File: config.mk
export PLATFORM = sky130hd
export DESIGN_NAME = beep_play_arbiter
export DESIGN_NICKNAME = d
export VERILOG_FILES = /design/src/rtl/beep_play_arbiter.sv
export SDC_FILE = /design/constraint.sdc
export NUM_CORES = 1
export LEC_CHECK = 0
export CAP_MARGIN = 20
export CORE_ASPECT_RATIO = 1.4
export CORE_MARGIN = 3
export CORE_UTILIZATION = 40
export CTS_BUF_LIST = sky130_fd_sc_hd__clkbuf_8
export CTS_CLUSTER_SIZE = 20
export DETAILED_ROUTE_END_ITERATION = 16
export HOLD_SLACK_MARGIN = 0.06
export PLACE_DENSITY = 0.65
export SLEW_MARGIN = 10
export SYNTH_ARGS = -nofsm -noshare
export SYNTH_HDL_FRONTEND = slang
export SYNTH_SLANG_ARGS = --single-unit
File: constraint.sdc
create_clock -name clk_i -period 5.1 [get_ports clk_i]
set_clock_uncertainty 0.05 [all_clocks]
set_input_delay 0.765 -clock clk_i [delete_from_list [all_inputs] [get_ports clk_i]]
set_output_delay 0.765 -clock clk_i [all_outputs]
set_load 0.01 [all_outputs]
File: src/rtl/beep_play_arbiter.sv
// Shares one buzzer player among an urgent alarm (req[0]) and two round-robin song sources.
// Times each play and inserts a silent gap so the player's note pointer restarts at note 0.
//
//   state  | meaning
//   -------+-----------------------------------------------------------
//   S_IDLE | nobody playing; arbitrate on any request
//   S_PLAY | winner plays; ends on completion, withdrawal or preemption
//   S_GAP  | forced silence; all requests ignored
module beep_play_arbiter #(
   parameter logic [29:0] PLAY_TIME = 30'd649_999_999,
   parameter logic [24:0] GAP_TIME  = 25'd24_999_999
) (
   input  logic       clk_i,
   input  logic       rst_i,
   input  logic [2:0] req_i,
   output logic [2:0] gnt_o,
   output logic       player_en_o,
   output logic [1:0] song_sel_o,
   output logic [2:0] done_o,
   output logic       abort_o,
   output logic       busy_o
);

   typedef enum logic [1:0] {S_IDLE, S_PLAY, S_GAP} state_t;

   state_t      state_q, state_d;
   logic [29:0] play_cnt_q, play_cnt_d;
   logic [24:0] gap_cnt_q, gap_cnt_d;
   logic        rr_last_q, rr_last_d;
   logic [2:0]  gnt_q, gnt_d;
   logic        player_en_q, player_en_d;
   logic [1:0]  song_sel_q, song_sel_d;
   logic [2:0]  done_q, done_d;
   logic        abort_q, abort_d;
   logic        busy_q, busy_d;
   logic [1:0]  win;
   logic        end_early;

   // rr_last_q = 1 means requester 2 was served last, so requester 1 takes a tie.
   always_comb begin
      win = 2'd2;
      if (req_i[0])
         win = 2'd0;
      else if (req_i[1] && req_i[2])
         win = rr_last_q ? 2'd1 : 2'd2;
      else if (req_i[1])
         win = 2'd1;
   end

   assign end_early = ((req_i & gnt_q) == 3'b000) || (req_i[0] && !gnt_q[0]);

   always_comb begin
      state_d     = state_q;
      play_cnt_d  = play_cnt_q;
      gap_cnt_d   = gap_cnt_q;
      rr_last_d   = rr_last_q;
      gnt_d       = gnt_q;
      player_en_d = player_en_q;
      song_sel_d  = song_sel_q;
      done_d      = 3'b000;
      abort_d     = 1'b0;
      busy_d      = busy_q;
      case (state_q)
         S_IDLE: begin
            if (req_i != 3'b000) begin
               state_d     = S_PLAY;
               gnt_d       = 3'b001 << win;
               song_sel_d  = win;
               player_en_d = 1'b1;
               play_cnt_d  = '0;
               busy_d      = 1'b1;
               if (win != 2'd0)
                  rr_last_d = (win == 2'd2);
            end
         end
         S_PLAY: begin
            play_cnt_d = play_cnt_q + 30'd1;
            // Abort outranks a completion landing on the same edge.
            if (end_early || (play_cnt_q == PLAY_TIME)) begin
               state_d     = S_GAP;
               gap_cnt_d   = '0;
               gnt_d       = 3'b000;
               player_en_d = 1'b0;
               if (end_early)
                  abort_d = 1'b1;
               else
                  done_d = gnt_q;
            end
         end
         S_GAP: begin
            gap_cnt_d = gap_cnt_q + 25'd1;
            if (gap_cnt_q == GAP_TIME) begin
               state_d = S_IDLE;
               busy_d  = 1'b0;
            end
         end
         default: begin
            state_d = S_IDLE;
            busy_d  = 1'b0;
         end
      endcase
   end

   always_ff @(posedge clk_i or posedge rst_i) begin
      if (rst_i) begin
         state_q     <= S_IDLE;
         play_cnt_q  <= '0;
         gap_cnt_q   <= '0;
         rr_last_q   <= 1'b1;
         gnt_q       <= 3'b000;
         player_en_q <= 1'b0;
         song_sel_q  <= 2'd0;
         done_q      <= 3'b000;
         abort_q     <= 1'b0;
         busy_q      <= 1'b0;
      end else begin
         state_q     <= state_d;
         play_cnt_q  <= play_cnt_d;
         gap_cnt_q   <= gap_cnt_d;
         rr_last_q   <= rr_last_d;
         gnt_q       <= gnt_d;
         player_en_q <= player_en_d;
         song_sel_q  <= song_sel_d;
         done_q      <= done_d;
         abort_q     <= abort_d;
         busy_q      <= busy_d;
      end
   end

   assign gnt_o       = gnt_q;
   assign player_en_o = player_en_q;
   assign song_sel_o  = song_sel_q;
   assign done_o      = done_q;
   assign abort_o     = abort_q;
   assign busy_o      = busy_q;

endmodule

Yosys cells after proc, flatten, opt, wreduce, memory -nomap -nowiden
Cells that the tools add are included.
{ "word_totals": {"inputBits": 5, "output_inout_bits": 11, "wordCells": 67, "regBits": 69} }
{ "classes": {"eq_ne": 8, "muxes": 26, "n_reduce_logical": 18, "add_sub_neg": 2, "shift": 1, "bitwise_logic": 2} }
{ "op_table": {"columns": ["op", "n"], "rows": [
  ["30-bit case mux with 2 select lines", 1],
  ["25-bit case mux with 2 select lines", 1],
  ["30-bit by 1-bit adder with 30-bit output, second input constant", 1],
  ["30-bit equality test, second input constant", 1],
  ["30-bit 2-to-1 mux", 1],
  ["25-bit by 1-bit adder with 25-bit output, second input constant", 1],
  ["25-bit equality test, second input constant", 1],
  ["25-bit 2-to-1 mux", 1],
  ["3-bit 2-to-1 mux", 5],
  ["2-bit 2-to-1 mux", 7],
  ["3-bit AND reduction", 4],
  ["1-bit 2-to-1 mux", 6],
  ["2-bit inequality test, second input constant", 3],
  ["2-bit case mux with 3 select lines", 1],
  ["3-bit case mux with 2 select lines", 1],
  ["2-bit AND reduction", 3],
  ["2-bit nonzero test", 3],
  ["2-bit equality test, second input constant", 2],
  ["3-bit AND", 1],
  ["3-bit logical NOT", 1],
  ["1-bit case mux with 3 select lines", 1],
  ["3-bit nonzero test", 1],
  ["1-bit by 2-bit << shifter with 3-bit output, first input constant", 1],
  ["2-bit by 1-bit equality test with 1-bit output, second input constant", 1],
  ["other kinds (6)", 8]
]} }

Logic depth before layout (Yosys ltp)
{ "logic_depth": {"word_depth": 6, "ltp_mapped": 8} }

Least setup slack after synthesis
OpenSTA, ideal clock, no wires.
{ "synth_path": {"kind": "input port to flip-flop", "start": "in req_i[2]", "end": "reg gap_cnt_q[5]", "path_stages": 7, "path_slack_ns": 3.081, "n_path_buf": 2, "setup_time_ns": 0.078, "arrival_time_ns": 1.891, "cell_sequence": "a221o_1 -> a21boi_0 -> nor2_1 -> or2_1 -> buf_4 -> buf_6 -> o21bai_1"} }
{ "synth_between": {"elab_chain_len": 6} }
{ "synth_lines": {"columns": ["element", "line", "text"], "rows": [
  ["from (decl)", "15", "input logic [2:0] req_i,"],
  ["3-bit AND", "50", "assign end_early = ((req_i & gnt_q) == 3'b000) || (req_i[0] && !gnt_q[0]);"],
  ["3-bit logical NOT", "50", null],
  ["1-bit logical OR", "50", null],
  ["1-bit logical OR", "79", "if (end_early || (play_cnt_q == PLAY_TIME)) begin"],
  ["2-bit inequality test (no line)", null, null],
  ["2-bit AND reduction (no line)", null, null],
  ["to (signal assigned)", "119", "gap_cnt_q <= gap_cnt_d;"],
  ["to (decl)", "28", "logic [24:0] gap_cnt_q, gap_cnt_d;"]
]} }
Every way passes these cells.
A chain may end at the register's enable or synchronous reset.

Worst setup path in the final report
{ "layout_path": {"start": "reg state_q[0]", "end": "reg gap_cnt_q[21]"} }
{ "layout_between": {"elab_chain_len": 3, "word_cells_on_any_way": 6, "cone_classes": "3 x eq/ne; 1 x mux; 2 x reduce/logical"} }
{ "layout_lines": {"columns": ["element", "line", "text"], "rows": [
  ["from (decl)", "26", "state_t state_q, state_d;"],
  ["from (signal assigned)", "117", "state_q <= state_d;"],
  ["2-bit by 1-bit equality test with 1-bit output or 2-bit equality test (tied branches)", "63", "case (state_q)"],
  ["2-bit inequality test (no line) or 2-bit nonzero test (tied branches)", null, null],
  ["2-bit AND reduction (no line)", null, null]
]} }
Parallel ways exist; a longest one is shown, timed or not.

==> results.txt <==
----------------------------------------------------
[Drt]
  Count of vias placed by the detailed router ... 2766
  Remaining routing DRC violations ... 0
  Via-per-instance ratio ... about 5.6
  First-pass DRT Iterations ... 4
  Wire length per cell ... 15.6 um
  Antenna viol nets, final ... 0
  Detailed router's first-iteration violation count ... 141
  Detailed Route WL ... 7650 um

[Cells and area]
  Final design instance area without fill ... roughly 4000 sq um
  Post-route core utilization ... ~46%
  Layout area overhead ... 10.9%
  Total inserted antenna cells ... 0
  Fraction of layout instances using a drive strength above 1 ... roughly a tenth
  Layout Nets ... around 390

[Floorplan]
  # rows ... 40
  Die H ... around 120 um
  Die outline width ... 86.6 um
  Boundary pin count ... 16
  Initial core utilization ... 41.7%
  Placeable core region ... 8710 sq um
  DIE AREA ... 10300 sq um

[Clocking]
  Resized Gates After CTS ... 0
  Insertion delay to the later sink of the worst-skew pair ... roughly 350 ps
  Number of buffers inserted during clock tree synthesis ... 9
  Cell at the root of the clock tree ... sky130_fd_sc_hd__clkbuf_8
  Clock tree from TritonCTS ... built
  Hold-fix buffers, CTS ... 0
  Number of setup buffers added after CTS ... 0
  CTS max path bufs ... 2
  Reg clk slew, reported paths ... 70 ps
  CTS sink count ... 69
  H-tree level count ... 3

[Timing]
  Post-route minimum period ... 2800 ps
  Setup_tns ... 0 ps
  Endpoints failing setup ... 0
  Slew of the pin with the lowest slew margin ... 991 ps
  Hold slack final ... around 440 ps
  Setup repair after global routing missed its margin ... false
  Worst slew margin relative to its limit ... between 30% and 40%
  Final-report hold violation count ... 0
  Ratio of final minimum period to clock period ... a little over half
  Max Clk Rate ... 0.358 GHz
  Final Max Tran Viols ... 0

[Global routing]
  Global-route wire length before repair ... between 10000 and 15000 um
  Leftover overflow at the end of global routing ... 0
  Maximum number of pins on one net before global-route repair ... 39
  Via count of the first global-routing pass ... 2750
  Antenna violations before repair ... 0
  Total routing usage reported by global routing ... 16.2%

[Synth]
  Main combinational cell family by area after synthesis ... simple AND/OR/NAND/NOR gates
  Synth Area in XOR/XNOR ... 4.58%
  Synthesized-area fraction occupied by ao, oa, aoi and oai cells ... 8.82%
  Synthesized-area fraction occupied by adder cells ... 0.689%
  Yosys reg bits ... 69
  Mean instance size in the synthesized netlist ... approximately 9.9 sq um
  Post-Syn Nets ... roughly 370
  Number of instances in the synthesized netlist ... 367
  Number of enable-type register cells in the synthesized netlist ... 0
  Async set-reset flop share out of synthesis ... 100%
  Ys Warns ... 0
  Simple logic cell fraction of the synthesized area ... between 20% and 30%
  Sequential area share after synthesis ... roughly 48%
  Yosys cell types ... 61
  Primary flip-flop cell chosen by synthesis mapping ... sky130_fd_sc_hd__dfrtp_1
  Cell area after technology mapping ... 3630 sq um
  Multiplexer share of the synthesized area ... 4.68%

[Worst hold path]
  Number of stages on the worst hold path ... 1
  Worst hold path type ... flip-flop to flip-flop

[Critical path]
  Worst setup path class ... flip-flop to flip-flop
  Slowest cell on crit path ... sky130_fd_sc_hd__or2_1
  Crit path max-delay family ... simple AND/OR/NAND/NOR gates
  Element type at the critical path start ... flip-flop
  Data arrival, critical path ... slightly below 3000 ps
  Biggest cell delay along the critical path ... 700 ps
  Endpoint required time on the critical path ... roughly 5200 ps
  Critical path cell sequence ... nand2b_4, or3_4, nor4_2, or2_1, o21ai_0
  R2R cell count ... 5
  Reg-to-reg setup timing slack ... around 2300 ps
  Path length in cells of the critical path ... 5
  Buffering stage count on the worst path with inverters included ... 0
  CP max FO ... 25
  Critical path capture point type ... flip-flop

[Power and ir drop]
  Power density normalized to cell area ... about 370 nW/um^2
  Leakage ... 0.00180 uW
  Highest ir drop seen on vdd ... roughly 0.00023 V

[Placement]
  PortBufs ... 15
  GPL Wtd Cong ... 0.875
  Instance area at placement ... 3820 sq um
  Post-DP HPWL ... 5370 um

[Flow run]
  Max-cap violations ... 0

[Outcome]
  Result of the run ... completed

----------------------------------------------------
-- synth_stat cells (all sizes together) (2+ instances only) --
| cell type | instances | area [sq um] |
|---|---|---|
| buf | 5 | 45.0 |
| or2 | 2 | 12.5 |
| ha | 2 | 25.0 |
| nand4b | 3 | 26.3 |
| and4b | 2 | 21.3 |
| nand4 | 17 | 106 |
| nor2b | 2 | 12.5 |
| and4 | 5 | 45.0 |
| a21oi | 4 | 20.0 |
| nor4 | 7 | 86.3 |
| o21bai | 2 | 15.0 |
| clkbuf | 8 | 60.1 |
| o22ai | 2 | 12.5 |
| and3 | 14 | 88.8 |
| nor4b | 2 | 32.5 |
| mux2i | 17 | 170 |
| o211ai | 6 | 45.0 |
| nand3 | 25 | 148 |
| dfrtp | 68 | 1700 |
| nand2b | 2 | 20.0 |
| o21ai | 16 | 80.1 |
| a21o | 4 | 30.0 |
| or3 | 5 | 37.5 |
| inv | 10 | 37.5 |
| xnor2 | 8 | 70.1 |
| or4 | 2 | 18.8 |
| o31ai | 9 | 67.6 |
| and2 | 3 | 18.8 |
| nor3 | 8 | 40.0 |
| nor2 | 38 | 143 |
| nand2 | 45 | 169 |
| xor2 | 11 | 96.3 |
-- cells in the final DEF, fill, tap and decap left out, types with 3 or more instances in the layout --
cell type                         netlist  routed
sky130_fd_sc_hd__mux2i_1               17      17
sky130_fd_sc_hd__and4_1                 4       4
sky130_fd_sc_hd__nand3_1               22      22
sky130_fd_sc_hd__nor4_1                 3       3
sky130_fd_sc_hd__nand4b_1               3       3
sky130_fd_sc_hd__nor2_1                38      38
sky130_fd_sc_hd__clkdlybuf4s50_1        0      15
sky130_fd_sc_hd__and3_1                13      13
sky130_fd_sc_hd__clkbuf_8               3      12
sky130_fd_sc_hd__or3_1                  3       3
sky130_fd_sc_hd__nor3_1                 8       8
sky130_fd_sc_hd__o21ai_0               16      16
sky130_fd_sc_hd__dfrtp_1               68      68
sky130_fd_sc_hd__nand4_1               17      17
sky130_fd_sc_hd__inv_1                 10      10
sky130_fd_sc_hd__o211ai_1               6       6
sky130_fd_sc_hd__a21oi_1                4       4
sky130_fd_sc_hd__nand2_1               45      45
sky130_fd_sc_hd__xor2_1                11      11
sky130_fd_sc_hd__xnor2_1                8       8
sky130_fd_sc_hd__a21o_1                 4       4
sky130_fd_sc_hd__o31ai_1                9       9
-- cell families after synthesis --
| group | Yosys count |
|---|---|
| flops | 69 |
| fa+ha+maj | 2 |
| mux | 17 |
| buf+inv | 23 |
| simple gates | 188 |
| compound gates | 49 |
| xor+xnor | 19 |
-- through the flow --
stage / power, uW / instances / worst slack, ps
2_1_floorplan: 959 / 367 / 2550
3_3_place_gp: 1050 / 475 / 2060
3_5_place_dp: 1060 / 475 / 1960
4_1_cts: 1530 / 491 / 2300
5_1_grt: 1610 / 491 / 2090
6_report: 1510 / 491 / 2300
-- flip-flops by register name, indices dropped and copies added (netlist names) --
| register | count |
|---|---|
| abort_o | 1 |
| play_cnt_q | 30 |
| rr_last_q | 1 |
| gnt_o | 3 |
| busy_o | 1 |
| state_q | 2 |
| song_sel_o | 2 |
| done_o | 3 |
| player_en_o | 1 |
| gap_cnt_q | 25 |
-- report_power, final --
group	switching [uW]	internal, uW
Combinational	210	139
Clock	205	263
Sequential	82.5	610
-- layout make-up --
class                   count  area [sq um]
clock inverters             4          46.3
clock buffers              12           165
fillers                   870          4680
flip-flops and latches     69          1730
repair buffers             16           158
well taps                 105           131
inverters                  10          37.5
multi-input cells         275          1760
-- per-layer routing --
metal	GRT usage, %	routed length (um)	up-vias
met5	0	0	-
met4	7.99	184	0
met3	3.63	234	14
met2	26.1	3860	43
met1	20.3	3370	1360
li1	-	-	1349
-- worst paths after layout --
| check | start | to |
|---|---|---|
| worst max register to register | state_q[0]$_DFFE_PP0P_ | gap_cnt_q[21]$_DFFE_PP0P_ |
| worst min register to register | song_sel_o[1]$_DFFE_PP0P_ | song_sel_o[1]$_DFFE_PP0P_ |
| worst max-delay path | state_q[0]$_DFFE_PP0P_ | gap_cnt_q[21]$_DFFE_PP0P_ |
| worst min-delay path | song_sel_o[1]$_DFFE_PP0P_ | song_sel_o[1]$_DFFE_PP0P_ |
| max in group asynchronous | rst_i | gnt_o[0]$_DFFE_PP0P_ |
| min in group asynchronous | rst_i | gap_cnt_q[15]$_DFFE_PP0P_ |
Power figures use the tool's default switching activity.
